$ cat src/rtl/ifft_out_serializer.sv
// Two-bank capture buffer that reorders an 8-point IFFT vector (bit-reversed -> natural)
// and streams it one complex sample per valid/ready beat. Define IFFT_OUT_SCALE_EN for 1/8 rounding scale.
module ifft_out_serializer #(
  parameter int DW     = 16,
  parameter bit BITREV = 1'b1
) (
  input  logic            clk,
  input  logic            reset,
  input  logic            in_valid,
  input  logic [8*DW-1:0] in_re,
  input  logic [8*DW-1:0] in_im,
  output logic            in_ready,
  output logic            out_valid,
  input  logic            out_ready,
  output logic [DW-1:0]   out_re,
  output logic [DW-1:0]   out_im,
  output logic [2:0]      out_idx,
  output logic            out_last,
  output logic            ovf_err
);

  logic [1:0]      count_q, count_d;
  logic            wr_ptr_q, rd_ptr_q;
  logic [2:0]      k_q;
  logic            ovf_q;
  logic [8*DW-1:0] bank_re_q [2];
  logic [8*DW-1:0] bank_im_q [2];

  logic            accept, beat, release_bank;
  logic [2:0]      sel;
  logic [DW-1:0]   elem_re, elem_im;

  function automatic logic [DW-1:0] scale(input logic [DW-1:0] s);
`ifdef IFFT_OUT_SCALE_EN
    logic signed [DW:0] t;
    // One guard bit keeps s + 4 from wrapping near the positive limit.
    t = $signed({s[DW-1], s}) + $signed((DW+1)'(4));
    t = t >>> 3;
    return t[DW-1:0];
`else
    return s;
`endif
  endfunction

  assign in_ready     = (count_q < 2'd2);
  assign out_valid    = (count_q != 2'd0);
  assign accept       = in_valid & in_ready;
  assign beat         = out_valid & out_ready;
  assign release_bank = beat & (k_q == 3'd7);

  always_comb begin
    count_d = count_q;
    case ({accept, release_bank})
      2'b10:   count_d = count_q + 2'd1;
      2'b01:   count_d = count_q - 2'd1;
      default: count_d = count_q;
    endcase
  end

  always_ff @(posedge clk) begin
    if (!reset) begin
      count_q  <= '0;
      wr_ptr_q <= 1'b0;
      rd_ptr_q <= 1'b0;
      k_q      <= '0;
      ovf_q    <= 1'b0;
    end else begin
      count_q <= count_d;
      if (accept) wr_ptr_q <= ~wr_ptr_q;
      if (beat) k_q <= k_q + 3'd1;
      if (release_bank) rd_ptr_q <= ~rd_ptr_q;
      if (in_valid && !in_ready) ovf_q <= 1'b1;
    end
  end

  always_ff @(posedge clk) begin
    if (reset && accept) begin
      bank_re_q[wr_ptr_q] <= in_re;
      bank_im_q[wr_ptr_q] <= in_im;
    end
  end

  assign sel     = BITREV ? {k_q[0], k_q[1], k_q[2]} : k_q;
  assign elem_re = bank_re_q[rd_ptr_q][sel*DW +: DW];
  assign elem_im = bank_im_q[rd_ptr_q][sel*DW +: DW];

  assign out_re   = out_valid ? scale(elem_re) : '0;
  assign out_im   = out_valid ? scale(elem_im) : '0;
  assign out_idx  = k_q;
  assign out_last = (k_q == 3'd7);
  assign ovf_err  = ovf_q;

endmodule

$ cat config.mk
export PLATFORM = sky130hd
export DESIGN_NAME = ifft_out_serializer
export DESIGN_NICKNAME = d
export VERILOG_FILES = /design/src/rtl/ifft_out_serializer.sv
export SDC_FILE = /design/constraint.sdc
export NUM_CORES = 1
export LEC_CHECK = 0
export BUFFER_PORTS_ARGS = -buffer_cell sky130_fd_sc_hd__clkbuf_2
export CORE_UTILIZATION = 57
export DETAILED_ROUTE_END_ITERATION = 10
export PLACE_DENSITY_LB_ADDON = 0.12
export SYNTH_ARGS = -nofsm -noshare
export SYNTH_HDL_FRONTEND = slang
export SYNTH_SLANG_ARGS = --single-unit
$ cat constraint.sdc
create_clock -name clk -period 13.3 [get_ports clk]
set_input_delay 0 -clock clk [delete_from_list [all_inputs] [get_ports clk]]
set_output_delay 0 -clock clk [all_outputs]
set_load 0.05 [all_outputs]
# Word-level counts from Yosys, hierarchy flattened
# Memory sizes are Yosys's and may differ from the RTL's. A register that Yosys moved wholly into a read port is not among the register bits.
# Cells that the tools add are included.
[classes]
n_addsub = 3
order_cmp = 1
n_eq_ne = 3
shifts = 2
muxes = 9
bitwise_logic = 5
n_reduce_logical = 5
[ops]
columns = ["operator", "count"]
rows = [
  ["$shiftx A128 B8 Y16", 2],
  ["$mux W16", 2],
  ["$mux W1", 6],
  ["$pmux W2 S2", 1],
  ["$reduce_bool A2 Y1", 2],
  ["$add A3 B1 Y3 const B", 1],
  ["$and A1 B1 Y1", 3],
  ["$eq A3 B3 Y1 const B", 1],
  ["$add A2 B1 Y2 const B", 1],
  ["$eq A2 B1 Y1 const B", 1],
  ["$eq A2 B2 Y1 const B", 1],
  ["$logic_and A1 B1 Y1", 2],
  ["$lt A2 B2 Y1 const B", 1],
  ["$not A1 Y1", 2],
  ["$sub A2 B1 Y2 const B", 1],
  ["$logic_not A1 Y1", 1],
]
[totals]
register_bits = 8
ram_bits = 512
output_inout_bits = 39
word_cells = 35
memories = 2
[mem_list]
columns = ["memory", "words", "width", "rd", "rd_ports_with_merged_regs", "write_ports", "line_no", "text"]
rows = [
  ["bank_im_q", 2, 128, 1, 1, 1, "27", "logic [8*DW-1:0] bank_im_q [2];"],
  ["bank_re_q", 2, 128, 1, 1, 1, "26", "logic [8*DW-1:0] bank_re_q [2];"],
]

# Logic depth before layout (Yosys ltp)
[depth]
word_depth = 5
mapped_depth = 8
depth_no_buf = 7

# Least setup slack after synthesis
# No wires, ideal clock.
[synth_path]
path_kind = "flip-flop to flip-flop"
from = "register count_q[1]"
to = "memory bank_im_q[0][0] (netlist bit), enable pin"
arrival_time_ps = 11227
t_required_ps = 12424
setup_slack_ps = 1197
path_stages_with_launch = 4
period_less_slack_ps = 12103
path_cell_list = "dfxtp_1 nor2b_1 nand2_1 nor2_1"
[synth_between]
elab_chain_cells = 5
[synth_lines]
columns = ["item", "line_no", "text"]
rows = [
  ["from (decl)", "22", "logic [1:0] count_q, count_d;"],
  ["from (signal assigned)", "68", "count_q <= count_d;"],
  ["$lt A2 B2 Y1", "45", "assign in_ready = (count_q < 2'd2);"],
  ["$and A1 B1 Y1", "47", "assign accept = in_valid & in_ready;"],
  ["$logic_and A1 B1 Y1", "77", "if (reset && accept) begin"],
  ["$mux W1", "77", ""],
  ["$mux W1 (not written as such)", "79", "bank_im_q[wr_ptr_q] <= in_im;"],
  ["to (decl)", "27", ""],
]
# No other way between the ends.

==> summary.md <==
| Metric | Value |
|---|---|
| Status | `complete, no violations` |
| Htree depth | `2` |
| TritonCTS clock tree | `done` |
| Initial Util | `0.584` |
| Final ANT Viol Nets | `0` |
| Synth Warn # | `0` |
| Avg Vias per Cell | `about 5.6` |
| WP data required | `13.30 ns` |
| Placed cells | `about 1.7k` |
| Gr ovfl total | `0` |
| Die width | `between 150 and 200 um` |
| Synth area leaders | `edfxtp_1, mux2i_1, mux4_2` |
| Largest net degree at the start of global routing | `~170` |
| Vias in the first global route | `between 10k and 15k` |
| Worst Hold Class | `in -> reg` |
| Commonest non-fill, non-tap cells in the layout | `edfxtp_1, clkbuf_2, dlygate4sd3_1` |
| Worst setup SP type | `flip-flop` |
| Share of layout cells above drive strength 1 | `0.283` |
| Die height | `191 um` |
| Yosys cell types | `36` |
| Post-Syn Area | `20300 sq um` |
| GRT Resource Usage Total | `0.261` |
| Layout area overhead | `28.9%` |
| Slew @ Worst Pin | `approximately 1.1 ns` |
| Max cap viols | `0` |
| Root Driver | `clkbuf_16` |
| RD Place Congestion | `0.747` |
| Top Layer Used | `met5` |
| Global-route wire length before repair | `between 70000 and 80000 um` |
| Cells on worst reg2reg path | `5` |
| Worst-skew pair later-pin latency | `about 0.57 ns` |
| Final Util | `0.753` |
| Leakage | `~9.0 nW` |
| Crit path capture type | `output pin` |
| Post-layout nets | `1865` |
| DRC violations left | `0` |
| Routed wl met3 | `~3200 um` |
| HPWL Detailed | `26000 um` |
| Vias | `11.9k` |
| WS Path Type | `reg -> out` |
| Syn Nets | `1303` |
| CP Data Arrival Time | `4.52 ns` |
| WL per Instance | `around 22 um` |
| Fmax | `around 220 MHz` |
| Final setup vio count | `0` |
| Clock tree sinks | `about 520` |
| Top_reg_cell synth | `edfxtp_1` |
| Setup repair bufs after CTS | `0` |
| CTS max path bufs | `3` |
| Worst VDD drop | `between 0.0001 and 0.00015 V` |
| Total I/O pin count | `approximately 300` |
| First-pass iteration count of the detailed router | `5` |
| Sequential share of the synthesized area | `0.765` |
| Fill cells | `~2.0k` |
| 1st-iter DRT viols | `~910` |
| Cell Pwr Density | `between 100 and 150 nW/um^2` |
| Area leader, netlist | `edfxtp_1` |
| Final Hold Vio Count | `0` |
| Most common cell after layout, fill and taps aside | `edfxtp_1` |
| Layout Skew | `between 0.01 and 0.015 ns` |
| Fraction of registers with async set/reset | `0` |
| RSZ-0062 raised after global routing | `no` |
| Post-route clock period utilization | `0.340` |
| Metal1 wirelength | `approximately 19000 um` |
| Core area | `34800 sq um` |
| Mean Syn Cell Area | `19.6 sq um` |
| Yosys top cell area share | `0.756` |
| Slew HR | `0.243` |
| Clk pin slew, worst setup/hold paths | `around 0.06 ns` |
| Number of flops mapped to enable cells by yosys | `512` |
| Count of standard-cell rows | `68` |
| DR WL met2 | `~24000 um` |
| Initial antenna violation count | `8` |
| Worst hold stages | `2` |
| Critical path peak fanout | `63` |
| #FFs+latches synth | `521` |
| TritonCTS buffer count | `a little over 50` |
| Total power | `0.00356 W` |
| Setup TNS | `0 ns` |
| Cells after synthesis | `1040` |
| Port bufs | `~300` |
| Crit path time final | `around 4.5 ns` |
| Fin. max-slew vios | `0` |
| Full die area | `about 36000 sq um` |
| Fin cells | `2107` |
| Final WL | `46900 um` |
registers in the layout, summed over array words and instances (netlist names), named ones only:
signal and cells:
rd_ptr_q 1, bank_re_q 256, wr_ptr_q 1, ovf_err 1, out_idx 3, count_q 2
bank_im_q 256
through the flow:
step	cell area (sq um)	setup WS, ns	hold WS (ns)
floorplan	20300	1.20	0.0989
CTS	26200	8.67	0.113
global placement	22100	9.30	0.189
detailed placement	22100	9.30	0.192
finish	26200	8.78	0.149
global route	26200	8.46	0.126
power by group:
group | leakage [nW] | internal [W] | switching (W) | total [W]
logic | 3.50 | 0.000129 | 0.000198 | 0.000327
clock network | 0.739 | 0.000748 | 0.000579 | 0.00133
registers | 4.77 | 0.00189 | 0.0000187 | 0.00191
total | 9.01 | 0.00277 | 0.000796 | 0.00356
timing repair:
item                       4_1_cts  5_1_grt
resized for setup                0        0
hold buffers                   261        0
hold endpoints to repair       521        0
setup endpoints to repair        0        0
critical path, stage by stage, from the launching register on:
cell and delay, ns:
dfxtp_4 0.86, buf_4 0.91, buf_4 0.91, mux4_2 0.60, o211ai_1 0.18, o21ai_1 0.10
clkbuf_2 0.29
kinds of logic after synthesis:
kind of cell    after synthesis  share of synthesized area
compound gates              134                     0.0472
mux                         226                      0.135
flops                       521                      0.765
xor+xnor                      5                    0.00215
buf+inv                      64                     0.0248
fa+ha+maj                     3                    0.00185
simple gates                 87                     0.0240
area by class of cell:
class / instances / area [sq um] / share of cell area
clock buffer: 71 / 1390 / 0.0532
inverter: 2 / 7.51 / 0.000286
antenna: 8 / 20.0 / 0.000764
timing repair buffer: 571 / 4220 / 0.161
multi-input combinational: 455 / 4310 / 0.165
sequential: 521 / 15600 / 0.594
tap: 455 / 569 / 0.0217
clock inverter: 24 / 128 / 0.00487
cells in the mapped netlist (all sizes together) (3+ instances only):
library cell / count
o31ai: 27
mux2i: 140
xnor2: 3
edfxtp: 512
nand2: 7
nand3: 29
nor2b: 33
o21ai: 6
nand2b: 4
clkbuf: 12
mux4: 32
dfxtp: 9
buf: 50
mux2: 54
ha: 3
and2: 7
a22oi: 69
o211ai: 3
o22ai: 27
per-layer routing:
| metal | vias up | global-route usage |
|---|---|---|
| li1 | 5388 | - |
| met1 | 5989 | 0.339 |
| met2 | 435 | 0.443 |
| met3 | 73 | 0.0493 |
| met4 | 4 | 0.0849 |
| met5 | - | 0 |
path summary, 6_finish.rpt:
check,start,to,slack [ns]
worst max-delay path,flip-flop,out_re[2],8.78
worst min-delay path,in_im[68],bank_im_q[1][68],0.15
worst max register to register,count_q[1],bank_im_q[0][6],9.64
worst min register to register,count_q[1],count_q[1],0.56
Note: power is estimated with default switching activity, not from simulation.
